$ cat src/rtl/darth_pkg.sv
// Shared definitions for the invaders game: screen geometry, coordinate
// width and the shot controller FSM state type.
package darth_pkg;

    localparam int COORD_W  = 10;
    localparam int SCREEN_W = 640;
    localparam int SCREEN_H = 480;

    typedef enum logic {
        READY = 1'b0,
        COOL  = 1'b1
    } shot_state_e;

endpackage

$ cat src/rtl/shot_slot.sv
// One laser shot slot: holds x, y and a live flag.
// A load takes priority over everything. This is safe because the top only
// loads a slot that was free at the start of the cycle. A load also
// suppresses the step in the same cycle, so a freshly launched shot is not
// moved. On a live slot, a kill beats a step. A step that would take y
// below zero retires the shot instead of wrapping.
module shot_slot
    import darth_pkg::*;
#(
    parameter int SHOT_STEP = 4
) (
    input  logic               clk_shot,
    input  logic               d_reset_n,
    input  logic               load_i,
    input  logic [COORD_W-1:0] load_x_i,
    input  logic [COORD_W-1:0] load_y_i,
    input  logic               step_i,
    input  logic               kill_i,
    output logic               active_o,
    output logic [COORD_W-1:0] x_o,
    output logic [COORD_W-1:0] y_o
);

    localparam logic [COORD_W-1:0] STEP_C = COORD_W'(SHOT_STEP);

    logic               active_q, active_d;
    logic [COORD_W-1:0] x_q, x_d;
    logic [COORD_W-1:0] y_q, y_d;

    // Next-state for the slot: load, then kill, then upward motion.
    always_comb begin
        active_d = active_q;
        x_d      = x_q;
        y_d      = y_q;
        if (load_i) begin
            active_d = 1'b1;
            x_d      = load_x_i;
            y_d      = load_y_i;
        end else if (active_q) begin
            if (kill_i) begin
                active_d = 1'b0;
            end else if (step_i) begin
                if (y_q < STEP_C) begin
                    active_d = 1'b0;
                end else begin
                    y_d = y_q - STEP_C;
                end
            end
        end
    end

    // Slot registers; x and y keep their last values when the slot dies.
    always_ff @(posedge clk_shot or negedge d_reset_n) begin
        if (!d_reset_n) begin
            active_q <= 1'b0;
            x_q      <= '0;
            y_q      <= '0;
        end else begin
            active_q <= active_d;
            x_q      <= x_d;
            y_q      <= y_d;
        end
    end

    assign active_o = active_q;
    assign x_o      = x_q;
    assign y_o      = y_q;

endmodule

$ cat src/rtl/shot_controller.sv
// Player laser shot scheduler.
// Turns fire presses into shots launched from ship_x at SHIP_Y. Each new
// shot takes the lowest free slot. A cooldown FSM (READY/COOL) rate-limits
// launches. Live shots move up by SHOT_STEP on every frame tick.
// Optional build macro SHOT_AUTOFIRE_EN: a held fire button also requests a
// shot on the first cycle after the cooldown ends, so it keeps repeating.
module shot_controller
    import darth_pkg::*;
#(
    parameter int NUM_SHOTS      = 4,
    parameter int SHIP_Y         = 440,
    parameter int SHOT_STEP      = 4,
    parameter int COOLDOWN_TICKS = 8
) (
    input  logic                         clk_shot,
    input  logic                         d_reset_n,
    input  logic                         tick,
    input  logic                         d_fire,
    input  logic [COORD_W-1:0]           ship_x,
    input  logic                         hit_valid,
    input  logic [2:0]                   hit_id,
    output logic                         fire_ack,
    output logic [NUM_SHOTS-1:0]         shot_active,
    output logic [COORD_W*NUM_SHOTS-1:0] shot_x,
    output logic [COORD_W*NUM_SHOTS-1:0] shot_y
);

    localparam int                 CNT_W    = (COOLDOWN_TICKS < 1) ? 1 : $clog2(COOLDOWN_TICKS + 1);
    localparam logic [CNT_W-1:0]   CNT_LOAD = CNT_W'(COOLDOWN_TICKS);
    localparam logic [COORD_W-1:0] LAUNCH_Y = COORD_W'(SHIP_Y);

    shot_state_e          state_q, state_d;
    logic [CNT_W-1:0]     cnt_q, cnt_d;
    logic                 fire_q;
    logic                 fire_req;
    logic                 free_found;
    logic [NUM_SHOTS-1:0] free_sel;
    logic [NUM_SHOTS-1:0] load_vec;
    logic [NUM_SHOTS-1:0] kill_vec;
`ifdef SHOT_AUTOFIRE_EN
    logic                 cool_done_q, cool_done_d;
`endif

    // Fire request: a rising edge of the button. While reset is asserted it
    // is forced low, so no ack can leak out.
    always_comb begin
        fire_req = d_reset_n & d_fire & ~fire_q;
`ifdef SHOT_AUTOFIRE_EN
        fire_req = fire_req | (d_reset_n & d_fire & cool_done_q);
`endif
    end

    // Lowest-index free slot, one-hot. This uses only the registered active
    // flags, so a slot freed this cycle is not handed out until the next one.
    always_comb begin
        free_found = 1'b0;
        free_sel   = '0;
        for (int i = 0; i < NUM_SHOTS; i++) begin
            if (!shot_active[i] && !free_found) begin
                free_sel[i] = 1'b1;
                free_found  = 1'b1;
            end
        end
    end

    // Hit decode. An out-of-range hit_id matches no slot and is dropped.
    always_comb begin
        kill_vec = '0;
        for (int i = 0; i < NUM_SHOTS; i++) begin
            kill_vec[i] = hit_valid && (hit_id == 3'(i));
        end
    end

    // Cooldown FSM: allocation and ack in READY, tick countdown in COOL.
    always_comb begin
        state_d  = state_q;
        cnt_d    = cnt_q;
        fire_ack = 1'b0;
        load_vec = '0;
`ifdef SHOT_AUTOFIRE_EN
        cool_done_d = 1'b0;
`endif
        case (state_q)
            READY: begin
                if (fire_req && free_found) begin
                    fire_ack = 1'b1;
                    load_vec = free_sel;
                    cnt_d    = CNT_LOAD;
                    state_d  = COOL;
                end
            end
            COOL: begin
                if (cnt_q == '0) begin
                    state_d = READY;
`ifdef SHOT_AUTOFIRE_EN
                    cool_done_d = 1'b1;
`endif
                end else if (tick) begin
                    cnt_d = cnt_q - 1'b1;
                    if (cnt_q == CNT_W'(1)) begin
                        state_d = READY;
`ifdef SHOT_AUTOFIRE_EN
                        cool_done_d = 1'b1;
`endif
                    end
                end
            end
            default: begin
                state_d = READY;
            end
        endcase
    end

    // Control registers: FSM state, cooldown counter and fire edge register.
    always_ff @(posedge clk_shot or negedge d_reset_n) begin
        if (!d_reset_n) begin
            state_q     <= READY;
            cnt_q       <= '0;
            fire_q      <= 1'b0;
`ifdef SHOT_AUTOFIRE_EN
            cool_done_q <= 1'b0;
`endif
        end else begin
            state_q     <= state_d;
            cnt_q       <= cnt_d;
            fire_q      <= d_fire;
`ifdef SHOT_AUTOFIRE_EN
            cool_done_q <= cool_done_d;
`endif
        end
    end

    for (genvar g = 0; g < NUM_SHOTS; g++) begin : g_slot
        shot_slot #(
            .SHOT_STEP(SHOT_STEP)
        ) u_slot (
            .clk_shot (clk_shot),
            .d_reset_n(d_reset_n),
            .load_i   (load_vec[g]),
            .load_x_i (ship_x),
            .load_y_i (LAUNCH_Y),
            .step_i   (tick),
            .kill_i   (kill_vec[g]),
            .active_o (shot_active[g]),
            .x_o      (shot_x[COORD_W*g +: COORD_W]),
            .y_o      (shot_y[COORD_W*g +: COORD_W])
        );
    end

endmodule

$ cat config.mk
export PLATFORM = sky130hd
export DESIGN_NAME = shot_controller
export DESIGN_NICKNAME = d
export VERILOG_FILES = /design/src/rtl/darth_pkg.sv /design/src/rtl/shot_slot.sv /design/src/rtl/shot_controller.sv
export SDC_FILE = /design/constraint.sdc
export NUM_CORES = 1
export LEC_CHECK = 0
export ABC_AREA = 1
export BUFFER_PORTS_ARGS = -buffer_cell sky130_fd_sc_hd__clkbuf_2
export CORE_UTILIZATION = 40
export CTS_BUF_LIST = sky130_fd_sc_hd__clkbuf_4
export DETAILED_ROUTE_END_ITERATION = 16
export SETUP_SLACK_MARGIN = 0.1
export SLEW_MARGIN = 20
export SYNTH_ARGS = -nofsm -noshare
export SYNTH_HDL_FRONTEND = slang
export SYNTH_SLANG_ARGS = --single-unit
$ cat constraint.sdc
create_clock -name clk_shot -period 4.4 [get_ports clk_shot]
set_input_delay 0.44 -clock clk_shot [delete_from_list [all_inputs] [get_ports clk_shot]]
set_output_delay 0.44 -clock clk_shot [all_outputs]
set_load 0.01 [all_outputs]
==> impl_metrics.env, run 1 <==
export IMPL_drv_slew=0
export IMPL_reg2reg_slack_ns=2.26
export IMPL_grt_total_usage_pct=18.9
export IMPL_worstSkewPairLatency_ns=0.42
export IMPL_slowest_delay_ns=0.68
export IMPL_tns_ns=0
export IMPL_numPortBuffers=94
export IMPL_synth_top_area_share_pct=50.2
export IMPL_dieWidth_um=103
export IMPL_worstHoldPathType="input port to register"
export IMPL_fmax_mhz=398
export IMPL_clk_pin_slew_ns=0.14
export IMPL_drc=0
export IMPL_cap_viol_max_count=0
export IMPL_antennaDiodeCount=0
export IMPL_power_mw=3.23
export IMPL_gp_congestion=0.817
export IMPL_path_buf_inv=2
export IMPL_postSynthCellCount=513
export IMPL_relSlewSlack_pct=37.2
export IMPL_p_per_area_mw_per_mm2=676
export IMPL_clock_skew_final_ns=0.0161
export IMPL_hpwlAfterDp_um=6870
export IMPL_synth_area_leaders="dfrtp_1, nand2_1, o21ai_0"
export IMPL_ys_seq_area_share_pct=50.2
export IMPL_die_h_um=103
export IMPL_utilization_pct=48.6
export IMPL_dr_pass1_iters=4
export IMPL_via_per_inst=4.71
export IMPL_fin_crit_sh_pct=57.0
export IMPL_cts_buffers=9
export IMPL_dr_total_vias=3481
export IMPL_grt_max_degree=65
export IMPL_clkSinkCount=82
export IMPL_finalCriticalPeriod_ns=2.51
export IMPL_h_tree_depth=3
export IMPL_rr_startpoint="state_q$_DFF_PN0_"
export IMPL_worst_pin_slew_ns=0.939
export IMPL_start_kind="input port"
export IMPL_synth_seq_cells=82
export IMPL_grt_setup_unrepaired="false"
export IMPL_design_die_area_sq_mm=0.0106
export IMPL_cts_buffer_depth=2
export IMPL_holdCritStartpoint="d_fire"
export IMPL_cp_top_family="simple AND/OR/NAND/NOR gates"
export IMPL_r2r_end="g_slot[1].u_slot.y_o[9]$_DFFE_PN0P_"
export IMPL_drt_iter0_drc=133
export IMPL_hold_viol_final=0
export IMPL_grt_pass1_wl_um=15400
export IMPL_yosysUniqueCellTypes=30
export IMPL_wirelength_um=9330
export IMPL_initial_core_util_pct=41.6
export IMPL_io_pins=103
export IMPL_crit_top_cell="nand2_1"
export IMPL_routedWlPerCell_um=12.6
export IMPL_cts_tree="built"
export IMPL_worst_ep_required_time_ns=4.72
export IMPL_synthesis_area_sq_mm=0.00409
export IMPL_setup_viol=0
export IMPL_peakVddDrop_uv=246
export IMPL_fin_nets=625
export IMPL_core_sq_mm=0.00982
export IMPL_grt_pass1_vias=3203
export IMPL_cts_root_buf="clkbuf_4"
export IMPL_ant_nets=0
export IMPL_avgSynthCellArea_sq_um=7.96
export IMPL_reg2reg_depth=8
export IMPL_rows=36
export IMPL_antenna_found_initial=0
export IMPL_critPathArrivalTime_ns=2.83
export IMPL_drive_gt1_share_pct=20.8
export IMPL_power_leakage_nw=2.65
export IMPL_worstPathCellList="dlygate4sd3_1 -> buf_4 -> nand2_1 -> nor2_4 -> nand3_1 -> o21ai_0 -> nand2_1 -> nand2_1 -> nand2_1"
export IMPL_ys_warn_count=0
export IMPL_worstSetupPathType="input port to register"
export IMPL_syn2layout_area_growth_pct=16.9
export IMPL_crit_path_max_fanout=29
export IMPL_whs_endpoint="fire_q$_DFF_PN0_"
export IMPL_end_kind="register"
export IMPL_gr_total_overflow=0
export IMPL_whs_path_depth=1
export IMPL_synth_top_area_cell="dfrtp_1"
export IMPL_critPathSlowestCell="nand3_1"
export IMPL_status="completed"
export IMPL_post_cts_buffers=0
-- synthesized netlist by cell type, drive strengths merged --
| cell type | n |
|---|---|
| clkbuf | 4 |
| xor2 | 5 |
| nor4 | 1 |
| xnor2 | 1 |
| dfrtp | 82 |
| nand3b | 2 |
| nor3 | 1 |
| nand2 | 150 |
| ha | 6 |
| or2 | 2 |
| inv | 63 |
| nor2 | 42 |
| nand4 | 8 |
| o21ai | 66 |
| a21oi | 6 |
| buf | 22 |
| conb | 1 |
| a21boi | 1 |
| nand3 | 49 |
| o21bai | 1 |
-- through the flow --
stage                     setup slack, ns  hold WS, ns  cells  area [sq um]
after global routing                 1.62        0.139    739          4780
after CTS                            1.85        0.146    739          4780
after detailed placement             1.92        0.342    722          4580
final                                1.89        0.166    739          4780
after global placement               1.96        0.339    722          4580
after floorplan                      2.76        0.144    520          4110
-- layout make-up --
class | instances | area (sq um)
Fill cell | 1016 | 5040
Sequential cell | 82 | 2050
Multi-Input combinational cell | 349 | 1640
Timing Repair Buffer | 96 | 490
Inverter | 63 | 236
Tap cell | 133 | 166
Clock inverter | 7 | 124
Clock buffer | 9 | 67.6
-- power by group --
group	total (mW)	leakage [nW]	internal [mW]	switching (mW)
Sequential	1.31	1.05	1.05	0.259
Combinational	1.34	1.50	0.522	0.818
Clock	0.579	0.0971	0.293	0.286
-- how the worst max path moves through the flow --
stage / from / end / cells after the start
floorplan: g_slot[1].u_slot.y_o[2]$_DFFE_PN0P_ / g_slot[1].u_slot.y_o[3]$_DFFE_PN0P_ / 10
global placement: d_reset_n / g_slot[1].u_slot.y_o[9]$_DFFE_PN0P_ / 8
detailed placement: d_reset_n / g_slot[1].u_slot.y_o[9]$_DFFE_PN0P_ / 8
CTS: d_reset_n / g_slot[1].u_slot.y_o[9]$_DFFE_PN0P_ / 9
global route: d_reset_n / g_slot[1].u_slot.y_o[9]$_DFFE_PN0P_ / 9
finish: d_reset_n / g_slot[1].u_slot.y_o[9]$_DFFE_PN0P_ / 9
-- cells by family after synthesis --
kind of cell               synth area share, %
AOI/OAI and AO/OA                         9.28
xor gates and xnor gates                  1.29
adders and majority gates                 1.84
buffers and inverters                     10.3
DFF                                       50.2
other                                   0.0918
and+or+nand+nor                           27.0
-- timing repair --
| item | CTS | global route |
|---|---|---|
| hold buffers | 1 | 0 |
| resized for setup | 0 | 0 |
| endpoints found under the hold margin | 18 | 0 |
-- worst register-to-register path: cells and delay by family, from the launching register on --
family | cells | cell delay, ns
AND/OR/NAND/NOR | 6 | 1.13
flip-flops | 1 | 0.46
AO/OA/AOI/OAI | 1 | 0.36
buffers and inverters | 1 | 0.11
-- layout by cell type, fill, tap and decap left out, drive strengths merged --
master and count:
clkinvlp 1, clkbuf 102, o21bai 1, nand2 150
nand4 8, a21oi 6, bufinv 3, inv 65
conb 8, clkinv 1, ha 6, or2 2
dfrtp 82, nand3b 2, xnor2 1, nor3 1
nand3 49, dlygate4sd3 1, nor2 42, xor2 5
o21ai 66, nor4 1, a21boi 1, buf 2
-- sequential cells by signal (all words and copies together), names as in the netlist --
register                count
fire_q                      1
g_slot.u_slot.active_o      4
g_slot.u_slot.x_o          40
state_q                     1
cnt_q                       4
g_slot.u_slot.y_o          32
-- layer usage --
metal,vias up,track usage [%],routed length (um)
met5,-,0,0
met4,0,7.48,156
met3,14,5.42,600
met2,82,29.6,4220
met1,1598,24.5,4360
li1,1787,-,-
No activity file was read; power rests on OpenSTA's default activity.
==> run 2: changes to the inputs <==
- ABC_AREA: 1 -> 0
- PLACE_DENSITY: default -> 0.66
- clock period: 4.4 -> 2.27 ns (I/O delays scaled with it)
==> run 2 against run 1 <==
Global-route usage increased by 0.93 points. Highest routed layer unchanged. Clock skew increased by 0.012 ns. Sequential power up 94%. Non-clock buffer count grew 19. Hold slack got worse by 0.14 ns. Register-to-register slack got worse by 2.0 ns. Wire length is 2.0% higher. Synthesized cell count decreased by 21%. Critical path type is now register to register.
==> impl_metrics.env, run 2 <==
export IMPL_n_fill_cell=902
export IMPL_relSlewSlack_pct=60.2
export IMPL_async_flop_share_pct=100
export IMPL_postSynthCellCount=403
export IMPL_drt_iter0_drc=106
export IMPL_power_frac_comb_pct=39.9
export IMPL_worstSetupPathType="register to register"
export IMPL_gp_congestion=0.840
export IMPL_reg2reg_slack_ns=0.22
export IMPL_peakVddDrop_uv=554
export IMPL_ys_warn_count=0
export IMPL_end_kind="register"
export IMPL_synth_top_area_share_pct=51.9
export IMPL_intPower_mw=3.25
export IMPL_grt_pass1_vias=3215
export IMPL_setup_ws_ns=0.221
export IMPL_whs_path_depth=3
export IMPL_holdCritStartpoint="ship_x[6]"
export IMPL_whs_endpoint="g_slot[1].u_slot.x_o[6]$_DFFE_PN0P_"
export IMPL_synth_main_ff_cell="dfrtp_1"
export IMPL_drc=0
export IMPL_finalCriticalPeriod_ns=2.05
export IMPL_cts_tree="built"
export IMPL_cts_resized=0
export IMPL_layout_commonest_cell="nand2_1"
export IMPL_synth_top_area_cell="dfrtp_1"
export IMPL_seq_power_share_pct=45.2
export IMPL_synth_most_common_cell="nand2_1"
export IMPL_register_area_sq_mm=0.00205
export IMPL_synth_edf_count=0
export IMPL_via_per_inst=5.18
export IMPL_avgSynthCellArea_sq_um=9.81
export IMPL_yosysUniqueCellTypes=63
export IMPL_clkSinkCount=82
export IMPL_drive_gt1_share_pct=28.2
export IMPL_drv_slew=0
export IMPL_grt_setup_unrepaired="false"
export IMPL_worst_ep_required_time_ns=2.60
export IMPL_critPathArrivalTime_ns=2.38
export IMPL_fmax_mhz=488
export IMPL_antenna_found_initial=0
export IMPL_synthesis_area_sq_mm=0.00396
export IMPL_worstHoldPathType="input port to register"
export IMPL_yosys_top_cells_count="nand2_1, dfrtp_1, nor2_1"
export IMPL_wirelength_um=9520
export IMPL_syn2layout_area_growth_pct=20.6
export IMPL_initial_core_util_pct=42.0
export IMPL_grt_max_degree=46
export IMPL_ant_nets=0
export IMPL_power_leakage_nw=2.36
export IMPL_setup_viol=0
export IMPL_h_tree_depth=3
export IMPL_die_h_um=101
export IMPL_grt_pass1_wl_um=15800
export IMPL_dr_total_vias=3332
export IMPL_gr_total_overflow=0
export IMPL_rr_startpoint="g_slot[2].u_slot.y_o[2]$_DFFE_PN0P_"
export IMPL_clk_pin_slew_ns=0.15
export IMPL_hold_buffers=7
export IMPL_rows=35
export IMPL_numPortBuffers=94
export IMPL_dieWidth_um=101
export IMPL_clock_skew_final_ns=0.0285
export IMPL_dr_pass1_iters=5
export IMPL_crit_path_max_fanout=5
export IMPL_core_sq_mm=0.00942
export IMPL_clock_power_share_pct=14.9
export IMPL_reg2reg_depth=6
export IMPL_fin_nets=533
export IMPL_cap_viol_max_count=0
export IMPL_antennaDiodeCount=0
export IMPL_design_die_area_sq_mm=0.0103
export IMPL_routedWlPerCell_um=14.8
export IMPL_hpwlAfterDp_um=6880
export IMPL_hold_viol_final=0
export IMPL_switching_share_pct=42.1
export IMPL_synth_seq_cells=82
export IMPL_dpl_worst_slack_ns=0.233
export IMPL_grt_total_usage_pct=19.8
export IMPL_post_cts_buffers=0
export IMPL_start_kind="register"
export IMPL_ys_seq_area_share_pct=51.9
export IMPL_power_switching_mw=2.36
export IMPL_cts_buffers=9
export IMPL_synth_area_leaders="dfrtp_1, nand2_1, buf_4"
export IMPL_tns_ns=0
export IMPL_r2r_end="g_slot[2].u_slot.y_o[7]$_DFFE_PN0P_"
export IMPL_p_per_area_mw_per_mm2=1180
export IMPL_worst_pin_slew_ns=0.598
export IMPL_largest_reg_flops=40
export IMPL_multi_input_area_sq_mm=0.00173
export IMPL_cts_root_buf="clkbuf_4"
export IMPL_worstSkewPairLatency_ns=0.44
export IMPL_cts_buffer_depth=2
export IMPL_status="completed"
export IMPL_mostFrequentLayoutCells="nand2_1, clkbuf_2, dfrtp_1"
export IMPL_io_pins=103
export IMPL_fin_crit_sh_pct=90.3
[run 2: layer usage]
layer | share of wire [%] | GRT usage [%] | up-vias
li1 | - | - | 1612
met1 | 46 | 26.6 | 1618
met2 | 48 | 32.1 | 93
met3 | 5.6 | 4.97 | 9
met4 | 0.68 | 4.91 | 0
met5 | 0 | 0 | -
[run 2: cell families after synthesis]
group           share of synthesized area [%]
compound gates                           10.1
xor+xnor                                0.443
fa+ha+maj                                1.90
buf+inv                                  5.16
flops                                    51.9
mux                                      5.13
other cells                            0.0948
simple gates                             25.3
[run 2: critical path, stage by stage (launching register included)]
cell	delay, ns
dfrtp_1	0.43
inv_1	0.09
ha_1	0.16
or3b_4	0.42
or4_4	0.53
a31o_1	0.20
a21o_1	0.15
[run 2: final cells by class]
class                   instances  share of cell area [%]
flip-flops and latches         82                    43.0
multi-input cells             288                    36.2
repair buffers                115                    13.6
well taps                     129                    3.38
clock buffers                   9                    1.42
clock inverters                 7                    1.36
inverters                      13                    1.02
[run 2: how the worst max path moves through the flow]
stage                                             start                             endpoint  slack (ns)  depth (start not counted)
global route                          state_q$_DFF_PN0_                             fire_ack        0.11                          5
detailed placement  g_slot[2].u_slot.y_o[2]$_DFFE_PN0P_  g_slot[2].u_slot.y_o[7]$_DFFE_PN0P_        0.23                          6
finish              g_slot[2].u_slot.y_o[2]$_DFFE_PN0P_  g_slot[2].u_slot.y_o[7]$_DFFE_PN0P_        0.22                          6
CTS                 g_slot[2].u_slot.y_o[2]$_DFFE_PN0P_  g_slot[2].u_slot.y_o[7]$_DFFE_PN0P_        0.22                          6
global placement    g_slot[2].u_slot.y_o[2]$_DFFE_PN0P_  g_slot[2].u_slot.y_o[7]$_DFFE_PN0P_        0.29                          6
floorplan           g_slot[2].u_slot.y_o[2]$_DFFE_PN0P_  g_slot[2].u_slot.y_o[7]$_DFFE_PN0P_        0.27                          6
[run 2: per-stage QoR]
stage / cells / total power [mW] / area (sq um) / util [%] / hold WS [ns]
6_report: 643 / 5.61 / 4770 / 50.6 / 0.0299
2_1_floorplan: 410 / 3.90 / 3980 / - / -0.0686
3_5_place_dp: 620 / 4.80 / 4570 / 48.5 / 0.331
5_1_grt: 643 / 6.08 / 4770 / 50.6 / 0.00364
4_1_cts: 643 / 5.67 / 4770 / 50.6 / 0.00340
3_3_place_gp: 620 / 4.72 / 4570 / 48.5 / 0.333
[run 2: power by group through the flow]
stage	sequential (mW)	combinational, mW	clock [mW]
4_1_cts	2.54	2.27	0.866
5_1_grt	2.63	2.52	0.925
6_report	2.54	2.24	0.835
3_5_place_dp	2.56	2.24	0
3_3_place_gp	2.53	2.19	0
2_1_floorplan	2.67	1.22	0
